### config.mk
export PLATFORM = sky130hd
export DESIGN_NAME = mem_stage_ctrl
export DESIGN_NICKNAME = d
export VERILOG_FILES = /design/src/rtl/mem_stage_ctrl.sv
export SDC_FILE = /design/constraint.sdc
export NUM_CORES = 1
export LEC_CHECK = 0
export ABC_AREA = 1
export BUFFER_PORTS_ARGS = -buffer_cell sky130_fd_sc_hd__buf_4
export CAP_MARGIN = 0
export CORE_MARGIN = 2
export CORE_UTILIZATION = 47
export CTS_CLUSTER_SIZE = 10
export DETAILED_ROUTE_END_ITERATION = 6
export PLACE_DENSITY = 0.81
export RECOVER_POWER = 25
export SYNTH_ARGS = -nofsm -noshare
export SYNTH_HDL_FRONTEND = slang
export SYNTH_SLANG_ARGS = --single-unit
### constraint.sdc
create_clock -name clk -period 1.9 [get_ports clk]
set_clock_uncertainty 0.1 [all_clocks]
set_input_delay 0.19 -clock clk [delete_from_list [all_inputs] [get_ports clk]]
set_output_delay 0.19 -clock clk [all_outputs]
set_load 0.005 [all_outputs]
### src/rtl/mem_stage_ctrl.sv
// mem_stage_ctrl: memory-stage load/store sequencer driving the data-cache req/ack port.
// Define MEMCTRL_PERF_EN to build the saturating stall-cycle performance counter.
module mem_stage_ctrl #(
  parameter int unsigned TIMEOUT = 64
) (
  input  logic        clk,
  input  logic        rst_n,
  input  logic        valid_m,
  input  logic        mem_read_m,
  input  logic        mem_write_m,
  input  logic [31:0] addr_m,
  input  logic [31:0] wdata_m,
  output logic        dc_req,
  output logic        dc_we,
  output logic [31:0] dc_addr,
  output logic [31:0] dc_wdata,
  input  logic        dc_ack,
  input  logic [31:0] dc_rdata,
  output logic        stall_m,
  output logic [31:0] rdata_w,
  output logic        ld_done,
  output logic        misalign_exc,
  output logic        bus_err,
  output logic [31:0] stall_cycles
);

  typedef enum logic [1:0] {
    IDLE = 2'd0,
    BUSY = 2'd1,
    DONE = 2'd2
  } state_e;

  localparam logic [7:0] CNT_LAST = 8'(TIMEOUT - 1);

  state_e      state_q, state_d;
  logic [7:0]  cnt_q, cnt_d;
  logic        dc_req_q, dc_req_d;
  logic        dc_we_q, dc_we_d;
  logic [31:0] dc_addr_q, dc_addr_d;
  logic [31:0] dc_wdata_q, dc_wdata_d;
  logic [31:0] rdata_q, rdata_d;
  logic        ld_done_q, ld_done_d;
  logic        bus_err_q, bus_err_d;

  logic acc;
  logic mis;
  logic start;
  logic timeout_hit;

  assign acc         = valid_m & (mem_read_m | mem_write_m);
  assign mis         = acc & (addr_m[1:0] != 2'b00);
  assign start       = acc & ~mis;
  assign timeout_hit = (cnt_q == CNT_LAST);

  always_ff @(posedge clk or negedge rst_n) begin
    if (!rst_n) begin
      state_q <= IDLE;
    end else begin
      state_q <= state_d;
    end
  end

  always_comb begin
    state_d = state_q;
    case (state_q)
      IDLE:    if (start) state_d = BUSY;
      BUSY:    if (dc_ack || timeout_hit) state_d = DONE;
      DONE:    state_d = IDLE;
      default: state_d = IDLE;
    endcase
  end

  // Misaligned accesses are only flagged; they never stall or reach the cache.
  always_comb begin
    stall_m      = 1'b0;
    misalign_exc = 1'b0;
    case (state_q)
      IDLE: begin
        stall_m      = start;
        misalign_exc = mis;
      end
      BUSY:    stall_m = 1'b1;
      default: ;
    endcase
  end

  always_comb begin
    cnt_d      = cnt_q;
    dc_req_d   = dc_req_q;
    dc_we_d    = dc_we_q;
    dc_addr_d  = dc_addr_q;
    dc_wdata_d = dc_wdata_q;
    rdata_d    = rdata_q;
    ld_done_d  = 1'b0;
    bus_err_d  = 1'b0;
    case (state_q)
      IDLE: begin
        if (start) begin
          dc_req_d   = 1'b1;
          dc_we_d    = mem_write_m;
          dc_addr_d  = addr_m;
          dc_wdata_d = wdata_m;
          cnt_d      = 8'd0;
        end
      end
      BUSY: begin
        cnt_d = cnt_q + 8'd1;
        // An ack arriving on the last allowed cycle still completes normally.
        if (dc_ack) begin
          dc_req_d = 1'b0;
          if (!dc_we_q) begin
            rdata_d   = dc_rdata;
            ld_done_d = 1'b1;
          end
        end else if (timeout_hit) begin
          dc_req_d  = 1'b0;
          bus_err_d = 1'b1;
          rdata_d   = 32'd0;
        end
      end
      default: ;
    endcase
  end

  always_ff @(posedge clk or negedge rst_n) begin
    if (!rst_n) begin
      cnt_q      <= 8'd0;
      dc_req_q   <= 1'b0;
      dc_we_q    <= 1'b0;
      dc_addr_q  <= 32'd0;
      dc_wdata_q <= 32'd0;
      rdata_q    <= 32'd0;
      ld_done_q  <= 1'b0;
      bus_err_q  <= 1'b0;
    end else begin
      cnt_q      <= cnt_d;
      dc_req_q   <= dc_req_d;
      dc_we_q    <= dc_we_d;
      dc_addr_q  <= dc_addr_d;
      dc_wdata_q <= dc_wdata_d;
      rdata_q    <= rdata_d;
      ld_done_q  <= ld_done_d;
      bus_err_q  <= bus_err_d;
    end
  end

  assign dc_req   = dc_req_q;
  assign dc_we    = dc_we_q;
  assign dc_addr  = dc_addr_q;
  assign dc_wdata = dc_wdata_q;
  assign rdata_w  = rdata_q;
  assign ld_done  = ld_done_q;
  assign bus_err  = bus_err_q;

`ifdef MEMCTRL_PERF_EN
  logic [31:0] perf_q, perf_d;

  always_comb begin
    perf_d = perf_q;
    if (stall_m && (perf_q != 32'hFFFF_FFFF)) perf_d = perf_q + 32'd1;
  end

  always_ff @(posedge clk or negedge rst_n) begin
    if (!rst_n) begin
      perf_q <= 32'd0;
    end else begin
      perf_q <= perf_d;
    end
  end

  assign stall_cycles = perf_q;
`else
  assign stall_cycles = 32'd0;
`endif

endmodule

==> key figures <==
Outcome
  – Outcome: completed

STA
  – Total negative slack: 0 ns
  – Setup Viol. Count Final: 0
  – Max-slew violations: 0
  – Final hold vios: 0
  – RSZ-0062 raised after global routing: no
  – Max transition margin: 35.0%
  – PnR worst setup slack: 0.0968 ns
  – Worst slew pin tran: 0.975 ns
  – Final min period: 1.80 ns
  – Achievable Freq: 0.555 GHz
  – Tcrit/Tclk final: 94.9%

Clock tree
  – Root Buffer Master: clkbuf_8
  – Setup Buffers After CTS: 0
  – Clock Latency Late Sink: 0.36 ns
  – CTS tree: yes
  – CTS buffer count: 9
  – Clock Pin Slew Worst Setup and Hold Paths: 0.09 ns
  – H-tree depth: 3
  – Clk buf depth: 2
  – Number of clock sinks: 110

Pwr
  – Maximum VDD drop: 0.534 mV
  – Net Switching: 2.19 mW
  – Clk network pwr share: 20.9%
  – Gate power share: 32.2%
  – Lkg Pwr: 4.09 nW
  – Net Sw Frac: 30.2%
  – PD cells: 963 nW/um^2
  – Seq pwr share: 46.9%
  – Int Power: 5.06 mW
  – Final Power: 7.25 mW

Floorplan
  – Core area: 10400 sq um
  – Die area: 11500 sq um
  – Die Width: 107 microns
  – Starting Density: 48.4%
  – Cell row count: 37
  – Die H: 107 microns
  – I/O pin count: 236

Global route
  – First-pass GRT wire length: 22000 microns
  – Met3 usage: 5.45%
  – Total track usage: 24.0%
  – Vias in the first global route: 4679
  – GRT overflow: 0
  – Pin count of the biggest net entering global routing: 111
  – Antenna violations before repair: 0
  – M1 GR Usage: 29.0%
  – GR peak layer: met2
  – Grt met2 use: 41.5%

Detailed routing
  – Detail Route Antenna Nets: 0
  – Vias: 4591
  – Initial detailed-routing violation count: 213
  – Total wire length: 13900 microns
  – Residual DRC count: 0
  – Pre-antenna DRT Iters: 5
  – Drt wl/cell: 14.6 microns
  – Routed vias/inst: 4.80

Synth
  – Syn. warnings: 0
  – Top post-synthesis cells by area: dfrtp_1 55%, nand2_1 16%, nand3_2 6.2%
  – Sequential-to-total area share from yosys stat: 54.8%
  – Distinct cells, synth: 24
  – Post-Syn Area: 5020 sq um
  – Yosys top cell area share: 54.8%
  – Cell taking the most area after synthesis: dfrtp_1
  – Gate Count Post-Synth: 545
  – Synthesized flop and latch total: 110
  – Syn Area/Cell: 9.21 sq um

Cells and area
  – Fillers: 709
  – Fin area: 7530 sq um
  – Commonest non-fill, non-tap cell in the layout: nand2_1
  – Area delta synth->final: 49.9%
  – Commonest cells after routing, fill and taps aside: 220 x nand2_1, 209 x buf_4, 110 x dfrtp_1, 80 x dlygate4sd3_1
  – Ant diodes: 0
  – Net count, final: 920
  – Share of layout cells above drive strength 1: 36.5%

Place
  – Dpl hpwl: 8370 microns
  – Pre-CTS setup slack: 0.424 ns
  – # port buffers: 203
  – Routability Congestion: 0.784
  – Post-place instance area: 6520 sq um

Worst hold path
  – Hold Crit Class: input pin to register

Setup path
  – Critical path endpoint category: output port
  – Startpoint types: input pin
  – Worst setup path category: input pin to output port
  – CP max FO: 11
  – CP required: 1.61 ns
  – Worst EP arrival: 1.51 ns

Run
  – Max_cap viols: 0
## power by group through the flow
stage | logic (mW) | registers (mW) | clock network, mW
floorplan | 0.872 | 3.43 | 0
global placement | 2.12 | 3.41 | 0
detailed placement | 2.20 | 3.43 | 0
CTS | 2.32 | 3.40 | 1.56
global route | 2.58 | 3.47 | 1.67
finish | 2.33 | 3.40 | 1.51
## cells in the mapped netlist
| master | n |
|---|---|
| a21oi_1 | 1 |
| buf_1 | 1 |
| buf_2 | 14 |
| buf_4 | 39 |
| buf_6 | 6 |
| clkbuf_1 | 5 |
| conb_1 | 1 |
| dfrtp_1 | 110 |
| ha_1 | 1 |
| inv_1 | 12 |
| inv_2 | 3 |
| nand2_1 | 220 |
| nand2_2 | 30 |
| nand3_1 | 20 |
| nand3_2 | 31 |
| nand3_4 | 1 |
| nand4_1 | 32 |
| nor2_1 | 10 |
| nor2_2 | 1 |
| nor2_4 | 2 |
| nor3_1 | 1 |
| o21ai_0 | 2 |
| o21bai_1 | 1 |
| or2_2 | 1 |
## through the flow
step	instances	hold WS, ns	utilization (%)
global placement	862	0.210	62.8
finish	956	0.0169	72.6
floorplan	576	-0.206	-
global route	956	0.000424	72.6
CTS	956	0.00149	72.6
detailed placement	862	0.215	62.8
## final timing paths
kind	slack (ns)	to	start	cells past startpoint
max	0.1	stall_m	mem_write_m	8
min	0.02	rdata_w[2]	dc_rdata[2]	3
max reg2reg	0.40	rdata_w[1]	cnt_q[0]	7
min reg2reg	0.39	dc_wdata[3]	dc_wdata[3]	2
max in group asynchronous	0.54	dc_wdata[13]	rst_n	3
min in group asynchronous	0.53	rdata_w[7]	rst_n	3
## layer usage
layer,routed length (microns),vias to the layer above
met1,5510,2172
met2,7060,189
met5,0,-
met4,344,0
li1,-,2200
met3,1010,30
## flip-flops by register name (all words and copies together) (netlist names)
signal and cells:
cnt_q 8, dc_wdata 32, bus_err 1, rdata_w 32, dc_we 1, ld_done 1
dc_addr 32, state_q 2, dc_req 1
## worst max-delay path, cell delays in order
cell           delay, ns
dlygate4sd3_1       0.55
buf_4               0.15
nor2_2              0.11
nor2_1              0.06
nand3_2             0.10
buf_6               0.16
nand2_1             0.06
buf_4               0.13
## timing repair
item | in CTS | in global routing
endpoints found under the hold margin | 189 | 0
resized for setup | 0 | 2
hold buffers | 80 | 0
endpoints found under the setup margin | 0 | 1
## cells by family after synthesis
| logic type | count (synthesis) | synth area share (%) |
|---|---|---|
| and+or+nand+nor | 349 | 34.2 |
| buffers and inverters | 80 | 10.1 |
| DFF | 110 | 54.8 |
| AOI/OAI and AO/OA | 4 | 0.449 |
| other | 1 | 0.0747 |
| adders and majority gates | 1 | 0.249 |
## final cells by class
| type | count | area, sq um | share of cell area [%] |
|---|---|---|---|
| clock buffer | 10 | 138 | 1.83 |
| clock inverter | 4 | 72.6 | 0.964 |
| sequential | 110 | 2750 | 36.6 |
| tap | 136 | 170 | 2.26 |
| multi-input combinational | 386 | 1880 | 24.9 |
| timing repair buffer | 295 | 2460 | 32.7 |
| inverter | 15 | 56.3 | 0.748 |
Note: power is estimated with default switching activity, not from simulation.
